## config.mk

```make
export PLATFORM = sky130hd
export DESIGN_NAME = register_file_bist
export DESIGN_NICKNAME = d
export VERILOG_FILES = /design/src/rtl/register_file_bist.sv
export SDC_FILE = /design/constraint.sdc
export NUM_CORES = 1
export LEC_CHECK = 0
export ABC_AREA = 1
export CAP_MARGIN = 40
export CORE_MARGIN = 2
export CORE_UTILIZATION = 43
export DETAILED_ROUTE_END_ITERATION = 7
export PLACE_DENSITY = 0.88
export SYNTH_ARGS = -nofsm -noshare
export SYNTH_HDL_FRONTEND = slang
export SYNTH_SLANG_ARGS = --single-unit
```

## constraint.sdc

```tcl
create_clock -name CLK -period 3.77 [get_ports CLK]
set_input_delay 1.131 -clock CLK [delete_from_list [all_inputs] [get_ports CLK]]
set_output_delay 1.131 -clock CLK [all_outputs]
set_load 0.1 [all_outputs]
```

## src/rtl/register_file_bist.sv

```systemverilog
// Built-in self-test initiator for the CPU register file: writes three
// deterministic patterns, reads them back on both ports and reports the result.
module register_file_bist #(
   parameter int NREGS  = 32,
   parameter int SEL_W  = 5,
   parameter int WORD_W = 32,
   parameter int ERR_W  = 8
) (
   input  logic              CLK,
   input  logic              RST,
   input  logic              start,
   input  logic              abort,
   output logic              WEN,
   output logic [SEL_W-1:0]  wsel,
   output logic [WORD_W-1:0] wdat,
   output logic [SEL_W-1:0]  rsel1,
   output logic [SEL_W-1:0]  rsel2,
   input  logic [WORD_W-1:0] rdat1,
   input  logic [WORD_W-1:0] rdat2,
   output logic              busy,
   output logic              done,
   output logic              pass,
   output logic [ERR_W-1:0]  err_cnt,
   output logic [SEL_W-1:0]  first_err_sel,
   output logic [1:0]        first_err_pat
);

   typedef enum logic [1:0] {S_IDLE, S_WRITE, S_READ, S_DONE} state_t;

   localparam logic [SEL_W-1:0] LAST_IDX = SEL_W'(NREGS - 1);
   localparam int               SUM_W    = ERR_W + 1;
   localparam logic [ERR_W-1:0] ERR_MAX  = '1;

   state_t             state, state_nxt;
   logic [SEL_W-1:0]   idx, idx_nxt;
   logic [1:0]         pat, pat_nxt;
   logic [SEL_W-1:0]   idx2;
   logic               pass_q;
   logic               mis1, mis2;
   logic [SUM_W-1:0]   err_sum;
   logic [ERR_W-1:0]   err_sat;

   function automatic logic [WORD_W-1:0] pattern(input logic [1:0] p, input logic [SEL_W-1:0] i);
      logic [WORD_W-1:0] alt;
      alt = i[0] ? {(WORD_W/2){2'b01}} : {(WORD_W/2){2'b10}};
      case (p)
         2'd0:    return WORD_W'(i);
         2'd1:    return alt;
         default: return ~alt;
      endcase
   endfunction

   // Register 0 reads back as zero regardless of what was written.
   function automatic logic [WORD_W-1:0] expected(input logic [1:0] p, input logic [SEL_W-1:0] i);
      return (i == '0) ? '0 : pattern(p, i);
   endfunction

   assign idx2 = LAST_IDX - idx;

   // NOTE: every variable gets a default before the case, so no latches are inferred.
   always_comb begin
      state_nxt = state;
      idx_nxt   = idx;
      pat_nxt   = pat;
      case (state)
         S_IDLE: begin
            if (start) begin
               state_nxt = S_WRITE;
               idx_nxt   = '0;
               pat_nxt   = 2'd0;
            end
         end
         S_WRITE: begin
            if (idx == LAST_IDX) begin
               state_nxt = S_READ;
               idx_nxt   = '0;
            end else begin
               idx_nxt = idx + SEL_W'(1);
            end
         end
         S_READ: begin
            if (idx == LAST_IDX) begin
               idx_nxt = '0;
               if (pat == 2'd2) begin
                  state_nxt = S_DONE;
               end else begin
                  state_nxt = S_WRITE;
                  pat_nxt   = pat + 2'd1;
               end
            end else begin
               idx_nxt = idx + SEL_W'(1);
            end
         end
         default: state_nxt = S_IDLE;
      endcase
      if (abort) begin
         state_nxt = S_IDLE;
         idx_nxt   = '0;
         pat_nxt   = 2'd0;
      end
   end

   // Outputs depend only on registered state; rdat feeds nothing but state.
   always_comb begin
      WEN   = 1'b0;
      wsel  = '0;
      wdat  = '0;
      rsel1 = '0;
      rsel2 = '0;
      busy  = (state == S_WRITE) || (state == S_READ);
      done  = (state == S_DONE);
      pass  = (state == S_DONE) ? (err_cnt == '0) : pass_q;
      if (state == S_WRITE) begin
         WEN  = 1'b1;
         wsel = idx;
         wdat = pattern(pat, idx);
      end
      if (state == S_READ) begin
         rsel1 = idx;
         rsel2 = idx2;
      end
   end

   assign mis1    = (state == S_READ) && (rdat1 != expected(pat, idx));
   assign mis2    = (state == S_READ) && (rdat2 != expected(pat, idx2));
   assign err_sum = {1'b0, err_cnt} + SUM_W'(mis1) + SUM_W'(mis2);
   assign err_sat = (err_sum > {1'b0, ERR_MAX}) ? ERR_MAX : err_sum[ERR_W-1:0];

   // NOTE: synchronous reset clears every flop; there is no storage array to leave unreset.
   always_ff @(posedge CLK) begin
      if (RST) begin
         state         <= S_IDLE;
         idx           <= '0;
         pat           <= 2'd0;
         pass_q        <= 1'b0;
         err_cnt       <= '0;
         first_err_sel <= '0;
         first_err_pat <= 2'd0;
      end else begin
         // NOTE: non-blocking assignments keep every flop sampling pre-edge values.
         state <= state_nxt;
         idx   <= idx_nxt;
         pat   <= pat_nxt;
         if (abort) begin
            pass_q <= 1'b0;
         end else if ((state == S_IDLE) && start) begin
            pass_q        <= 1'b0;
            err_cnt       <= '0;
            first_err_sel <= '0;
            first_err_pat <= 2'd0;
         end else if (state == S_DONE) begin
            pass_q <= (err_cnt == '0);
         end else if (mis1 || mis2) begin
            err_cnt <= err_sat;
            // The count never returns to zero inside a test, so zero marks "no error yet".
            if (err_cnt == '0) begin
               first_err_sel <= mis1 ? idx : idx2;
               first_err_pat <= pat;
            end
         end
      end
   end

endmodule

```

[Word level (Yosys, flattened, before mapping)]
Index checks and enable logic that the tools add are counted.
W data, S select, Z words.
Storage, ports and cells
  memory bits (writable): 0
  flip-flop bits (word level): 25
  ROM bits: 0
  output and inout bits: 66
  bits in latches: 0
  memories kept: 0
Operators by class
  multiply operators: 0
  bitwise operators: 3
  $lt $le $gt $ge: 1
  shift operators: 0
  div/mod/pow operators: 0
  reduce and logical (&&, ||, !) cells: 22
  muxes and demuxes: 37
  eq/ne operators: 13
  add/sub/neg operators: 5
Operator list (count)
  $mux W32: 5
  $pmux W32 S2: 2
  $ne A32 B32 Y1: 2
  $not A32 Y32: 2
  $mux W5: 10
  $mux W8: 4
  $mux W2: 11
  $logic_not A5 Y1: 2
  $pmux W5 S2: 1
  $add A8 B1 Y9: 1
  $add A9 B1 Y9: 1
  $gt A9 B8 Y1 const B: 1
  $logic_not A8 Y1: 1
  $ne A2 B2 Y1 const B: 4
  $reduce_and A4 Y1: 2
  $reduce_bool A2 Y1: 4
  $eq A2 B2 Y1 const B: 3
  $pmux W2 S3: 1
  $reduce_and A3 Y1: 2
  $add A5 B1 Y5 const B: 1
  $eq A5 B5 Y1 const B: 1
  $sub A5 B5 Y5 const A: 1
  $eq A2 B1 Y1 const B: 2
  $logic_not A2 Y1: 2
  10 further kinds: 15

[Depth between registers and ports, before layout]
Gate-level depths: netlist (run 1).
  depth in word-level cells: 13
  gate-level depth with buffers: 29
  mapped depth without buffers: 27

[Worst setup path before layout (run 1)]
OpenSTA, ideal clock, no wires.
  kind: register -> output
  from: reg state[1]
  to: out wdat[11]
  data arrival time: 3843 ps
  path buffers: 1
  required time: 2639 ps
  stages on the path, launching flop included: 6
  setup slack: -1204 ps
  cell sequence: dfxtp_1 inv_1 ha_1 inv_1 nor2_1 buf_4
On the way
  longest elaborated chain between the ends: 2
Ends and longest elaborated chain
  start, declared: RTL line 34  | state_t state, state_nxt;
  start signal, assigned: RTL line 141  | state <= state_nxt;
  $eq A2 B1 Y1: RTL line 113  | if (state == S_WRITE) begin
  $mux W32: RTL line 113
  end, declared: RTL line 15  | output logic [WORD_W-1:0] wdat,
No other way between the ends.

[Worst setup path in the final report (run 1)]
  from: in rdat2[25]
  to: reg err_cnt[1]
On the way
  longest elaborated chain between the ends: 8
Ends and longest elaborated chain
  start, declared: RTL line 19  | input logic [WORD_W-1:0] rdat2,
  $ne A32 B32 Y1 (*): RTL line 125  | assign mis2 = (state == S_READ) && (rdat2 != expected(pat, idx2));
  $logic_and A1 B1 Y1 (*): RTL line 125
  $add A9 B1 Y9: RTL line 126  | assign err_sum = {1'b0, err_cnt} + SUM_W'(mis1) + SUM_W'(mis2);
  $gt A9 B8 Y1: RTL line 127  | assign err_sat = (err_sum > {1'b0, ERR_MAX}) ? ERR_MAX : err_sum[ERR_W-1:0];
  $mux W8: RTL line 127
  $mux W8: RTL line 153  | end else if (mis1 || mis2) begin
  $mux W8: RTL line 151  | end else if (state == S_DONE) begin
  $mux W8: RTL line 146  | end else if ((state == S_IDLE) && start) begin
  end signal, assigned: RTL line 154  | err_cnt <= err_sat;
  end, declared: RTL line 23  | output logic [ERR_W-1:0] err_cnt,
Every way passes the cells marked *; elsewhere a longest branch is shown, timed or not. The select of a mux whose other input is x is not followed.
A chain may end at the register's enable or synchronous reset.

==> results of run 1 <==
==> state kept, by name, summed over array words and instances, names as in the netlist <==
register       count
pat                2
state              2
idx                5
pass_q             1
err_cnt            8
first_err_sel      5
first_err_pat      2
==> Yosys cell counts <==
library cell and number:
nand2_1 168, nor2_1 88, inv_1 77, nand3_1 30, buf_4 26, dfxtp_1 25
nand4_1 20, a21oi_1 16, ha_1 12, nand3b_1 9, o21ai_0 9, buf_2 7
nand2_2 7, nor3_1 6, a211oi_1 4, clkbuf_1 3, buf_1 2, buf_6 2
nand3_4 2, nor4_1 2, o211ai_1 2, o21bai_1 2, xor2_1 2, a31oi_1 1
clkinv_1 1, fa_1 1, inv_2 1, nand2_4 1, nand3_2 1, nor2_2 1
nor2_4 1, o31ai_1 1, or2_2 1
==> metal layers <==
metal | track usage (%) | wire length (um)
met3 | 4.19 | 698
met2 | 42.4 | 4570
met4 | 4.97 | 127
met5 | 0 | 0
met1 | 26.8 | 3560
==> area by class of cell <==
type | count | area share (%)
multi-input cells | 387 | 42.9
repair buffers | 147 | 36.5
flip-flops and latches | 25 | 10.9
inverters | 79 | 6.44
well taps | 80 | 2.18
clock buffers | 3 | 0.897
clock inverters | 1 | 0.109
==> power by group <==
group          internal, mW  switching, mW
clock                0.0741         0.0913
combinational         0.176          0.387
sequential            0.286         0.0243
total                 0.536          0.503
==> worst max-delay path by stage <==
stage | startpoint | end | slack [ns] | cells past startpoint
floorplan | state[1] | wdat[11] | 0.19 | 5
global placement | rdat2[19] | err_cnt[1] | -0.20 | 20
detailed placement | rdat2[19] | err_cnt[1] | -0.32 | 20
CTS | rdat2[19] | err_cnt[1] | 0.003 | 20
global route | rdat2[19] | err_cnt[1] | -0.03 | 20
finish | rdat2[25] | err_cnt[1] | 0.13 | 23
==> through the flow <==
stage / hold WS, ns / TNS, ns / utilization (%) / worst slack [ns] / cells
2_1_floorplan: 0.457 / 0 / - / 0.190 / 531
5_1_grt: 0.535 / -0.0478 / 68.9 / -0.0283 / 722
4_1_cts: 0.510 / 0 / 66.9 / 0.00302 / 720
3_3_place_gp: 0.467 / -0.991 / 66.2 / -0.201 / 716
3_5_place_dp: 0.498 / -1.86 / 66.2 / -0.320 / 716
6_report: 0.512 / 0 / 68.9 / 0.130 / 722
==> logic make-up (layout without fill, tap and decap cells) <==
group / after synthesis / count (layout) / share of synthesized area [%]
compound gates: 35 / 35 / 6.80
xor+xnor: 2 / 2 / 0.599
fa+ha+maj: 13 / 13 / 5.82
buf+inv: 119 / 230 / 19.4
flops: 25 / 25 / 17.1
simple gates: 337 / 337 / 50.3
==> worst max-delay path, cell delays in order <==
cell	delay, ns
clkdlybuf4s50_1	0.43
nor3_1	0.22
nand2_1	0.08
nand2_1	0.07
nand2_1	0.05
nor2_1	0.09
nand2_1	0.07
nor2_1	0.10
nand2_1	0.08
nand2_2	0.07
inv_1	0.07
fa_2	0.37
ha_4	0.19
nand2_4	0.08
nor4_4	0.04
inv_1	0.09
nor2_2	0.05
nand2_2	0.10
inv_2	0.05
o21ai_2	0.12
nand4_1	0.11
nand2_1	0.11
nor2_2	0.05
==> timing repair <==
item / in CTS / in global routing
gates resized for setup: 1 / 39
hold buffers: 0 / 0
cloned: 0 / 0
buffers inserted: 0 / 2
pin swaps: 0 / 18
endpoints found under the setup margin: 4 / 8
==> flow_metrics.tcl, run 1 <==
set metrics [dict create \
    clock-sinks 25 \
    layout_commonest_cell "nand2_1" \
    place_area_sq_um 4420 \
    cp.arrival_ns 3.82 \
    r2r_end "err_cnt[1]" \
    overflow 0 \
    drv_slew 0 \
    min_path_cells 2 \
    setup.worst_path.start_class "input port" \
    status "finished clean" \
    dr.pass1.iters 5 \
    criticalPathCategory "input port to flop" \
    drv_cap 0 \
    clkTransAtPathRegs_ns 0.09 \
    wire_per_inst_um 12.4 \
    wl_um 8950 \
    grt_pass1_vias 3276 \
    die_area_sq_um 7480 \
    whs_endpoint "pat[1]" \
    cts_buffers 3 \
    multiInputGateArea_sq_um 1980 \
    drtIter0Drc 231 \
    seq_area_sq_um 502 \
    fp.dieH_um 86.5 \
    mostFrequentLayoutCells "nand2_1 (164), nor2_1 (82), inv_1 (75), clkdlybuf4s50_1 (53), buf_4 (50)" \
    synth_cells 531 \
    ant_nets 0 \
    worstPathRequired_ns 3.95 \
    track_usage_pct 22.7 \
    synth_area_leaders "nand2_1 (22%), dfxtp_1 (17%), nor2_1 (11%)" \
    core_sq_um 6680 \
    r2r_cells 26 \
    p_leak_nw 2.43 \
    grt_pass1_wl_um 14300 \
    reg2reg_from "idx[0]" \
    cp_max_fo 5 \
    gp_congestion 0.975 \
    grt_antenna_before_repair 0 \
    power.density_nw_per_um2 226 \
    worstHoldStart "pat[1]" \
    clk_latency_ns 0.27 \
    yosys.area.top_type "nand2_1" \
    nets 724 \
    irDropWorstVdd_uv 224 \
    portBuffers 133 \
    tritoncts "built" \
    synth_top_area_share_pct 21.6 \
    period_needed_ns 3.64 \
    hold_path.class "flop to flop" \
    fin_crit_sh_pct 96.5 \
    ios 134 \
    start_util_pct 43.8 \
    root_buffer "clkbuf_8" \
    drive_gt1_share_pct 19.3 \
    max_freq_mhz 275 \
    drcViolationCount 0 \
    setup_viol 0 \
    diodes 0 \
    synth_cell_types 33 \
    n_fill_cell 582 \
    row_count 30 \
    cts_buffer_depth 2 \
    netlist_area_sq_um 2930 \
    r2r_slack_ns 0.30 \
    hpwl_um 7120 \
    slew_headroom_pct 59.1 \
    yosys_register_bits 25 \
    tightest_slew_ns 0.612 \
    vias_per_cell 5.06 \
    postSynthNetCount 612 \
    yosys_warnings 0 \
    cp-end-kind "flop" \
    die_w_um 86.5 \
    via_count 3654 \
    synth.avg_cell_area_sq_um 5.51 \
    ys_seq_area_share_pct 17.1 \
    finalPower_mw 1.04 \
    htreeDepth 1 \
    area_growth_pct 57.3 \
    fin_skew_ns 0.00191 \
    grt_max_degree 19 \
    finalHoldViolCount 0 \
    final_area_sq_um 4600 \
]
Power figures use the tool's default switching activity.
==> inputs of run 2 (changes only) <==
--- a/config.mk
+++ b/config.mk
@@ -10,7 +10,8 @@
 export CORE_MARGIN = 2
 export CORE_UTILIZATION = 43
 export DETAILED_ROUTE_END_ITERATION = 7
-export PLACE_DENSITY = 0.88
+export PLACE_DENSITY = 0.83
+export SETUP_SLACK_MARGIN = 0.05
 export SYNTH_ARGS = -nofsm -noshare
 export SYNTH_HDL_FRONTEND = slang
 export SYNTH_SLANG_ARGS = --single-unit
==> flow_metrics.tcl, run 2 (synthesis results as in run 1) <==
set metrics [dict create \
    p_leak_nw 2.78 \
    area_growth_pct 63.8 \
    cts_hold_buffers 0 \
    root_buffer "clkbuf_8" \
    final_cells 730 \
    fp.dieH_um 86.5 \
    clock-sinks 25 \
    grt_pass1_wl_um 14400 \
    power.density_nw_per_um2 220 \
    grt_pass1_vias 3351 \
    regMostFlops "err_cnt" \
    finalHoldViolCount 0 \
    cpPeakStageDelay_ns 0.47 \
    ios 134 \
    final_area_sq_um 4790 \
    grt_antenna_before_repair 0 \
    seq_area_sq_um 505 \
    critPathMostFrequentCell "nand2_1" \
    clk_latency_ns 0.29 \
    multiInputGateArea_sq_um 2010 \
    wire_per_inst_um 12.7 \
    grt_max_degree 19 \
    drive_gt1_share_pct 22.2 \
    cp-end-kind "flop" \
    gp_congestion 0.900 \
    criticalPathCategory "input port to flop" \
    cp.arrival_ns 3.73 \
    slew_headroom_pct 62.3 \
    largest_reg_flops 8 \
    cp_top_family "simple AND/OR/NAND/NOR gates" \
    layout_commonest_cell "nand2_1" \
    crit_chain "clkdlybuf4s50_1, nand4_1, nand3_1, nand2_1, nor2_1, nand2_1, nor2_2, nand2_1, nand2_2, inv_2, fa_2, ha_4, nand2_4, nor4_4, inv_2, nor2_4, nand2_2, inv_1, o21ai_0, nand4_1, nand2_1, nor2_1" \
    n_fill_cell 532 \
    drv_cap 0 \
    finalPower_mw 1.05 \
    place_area_sq_um 4400 \
    status "finished clean" \
    drv_slew 0 \
    die_area_sq_um 7480 \
    irDropWorstVdd_uv 294 \
    via_count 3709 \
    drtIter0Drc 246 \
    r2r_slack_ns 0.31 \
    tritoncts "built" \
    path_buf_inv 4 \
    setup.worst_path.start_class "input port" \
    cts_buffers 3 \
    diodes 0 \
    setup_viol 0 \
    die_w_um 86.5 \
    ant_nets 0 \
    mostFrequentLayoutCells "nand2_1 (163), nor2_1 (81), inv_1 (72), buf_4 (58), dlymetal6s2s_1 (49)" \
    vias_per_cell 5.08 \
    max_freq_mhz 283 \
    core_sq_um 6680 \
    hpwl_um 6940 \
    nets 732 \
    cp_slowest_cell "clkdlybuf4s50_1" \
    dr.pass1.iters 5 \
    clkTransAtPathRegs_ns 0.10 \
    fin_skew_ns 0.0104 \
    portBuffers 133 \
    track_usage_pct 23.0 \
    dpl.cell_count 715 \
    cts_buffer_depth 2 \
    start_util_pct 43.8 \
    overflow 0 \
    drcViolationCount 0 \
    wl_um 9300 \
    fin_crit_sh_pct 93.6 \
    top_regs "err_cnt: 8 flops, first_err_sel: 5 flops, idx: 5 flops" \
    htreeDepth 1 \
    row_count 30 \
    period_needed_ns 3.53 \
    hold_path.class "flop to flop" \
    holdWs_ns 0.495 \
    tightest_slew_ns 0.565 \
    cp_max_fo 3 \
    worstPathRequired_ns 3.97 \
]
[run 2: through the flow]
| step | worst slack [ns] | TNS, ns | util (%) |
|---|---|---|---|
| 6_report | 0.240 | 0 | 71.7 |
| 5_1_grt | -0.0688 | -0.0688 | 71.7 |
| 4_1_cts | 0.0631 | 0 | 66.9 |
| 3_5_place_dp | -0.358 | -1.78 | 65.9 |
| 3_3_place_gp | -0.210 | -0.943 | 65.9 |
| 2_1_floorplan | 0.190 | 0 | - |
[run 2: cell type report]
cell class	count	area share (%)
clock buffer	3	0.862
clock inverter	1	0.157
inverter	79	6.32
multi-input combinational	387	42.0
sequential	25	10.5
tap	80	2.09
timing repair buffer	155	38.0
[run 2: path summary, 6_finish.rpt]
check                           startpoint          to  depth (start not counted)
worst min register to register      pat[1]      pat[1]                          2
worst max-delay path             rdat2[12]  err_cnt[0]                         22
worst min-delay path                pat[1]      pat[1]                          2
worst max register to register      pat[0]  err_cnt[0]                         26
[run 2: power by group]
group	leakage, nW	internal, mW	switching, mW
Combinational	2.56	0.175	0.392
Clock	0.0217	0.0754	0.101
Sequential	0.205	0.286	0.0229
[run 2: per-layer routing]
metal	share of wire, %	global-route usage [%]
met4	1.7	7.53
met2	50	40.8
met3	7.7	5.05
met5	0	0
met1	41	27.5
[run 2: repair_timing]
action                     in CTS  in global routing
pin swaps                       1                 42
gates resized for setup         6                 84
setup buffers                   1                 10
setup endpoints to repair       6                  8
[run 2: worst reg2reg max path, stage by stage, from the launching register on]
cell	delay, ns
dfxtp_2	0.36
inv_1	0.08
ha_1	0.25
nor2_4	0.18
nand2_2	0.11
nand2_4	0.15
nand2_1	0.11
nand2_1	0.08
nand2_1	0.08
nor2_1	0.13
nand2_1	0.06
nor2_1	0.10
nand2_1	0.09
nand2_2	0.08
inv_2	0.06
fa_2	0.39
ha_4	0.18
nand2_4	0.09
nor4_4	0.06
inv_2	0.09
nor2_4	0.04
nand2_2	0.07
inv_1	0.07
o21ai_0	0.21
nand4_1	0.12
nand2_1	0.08
nor2_1	0.04
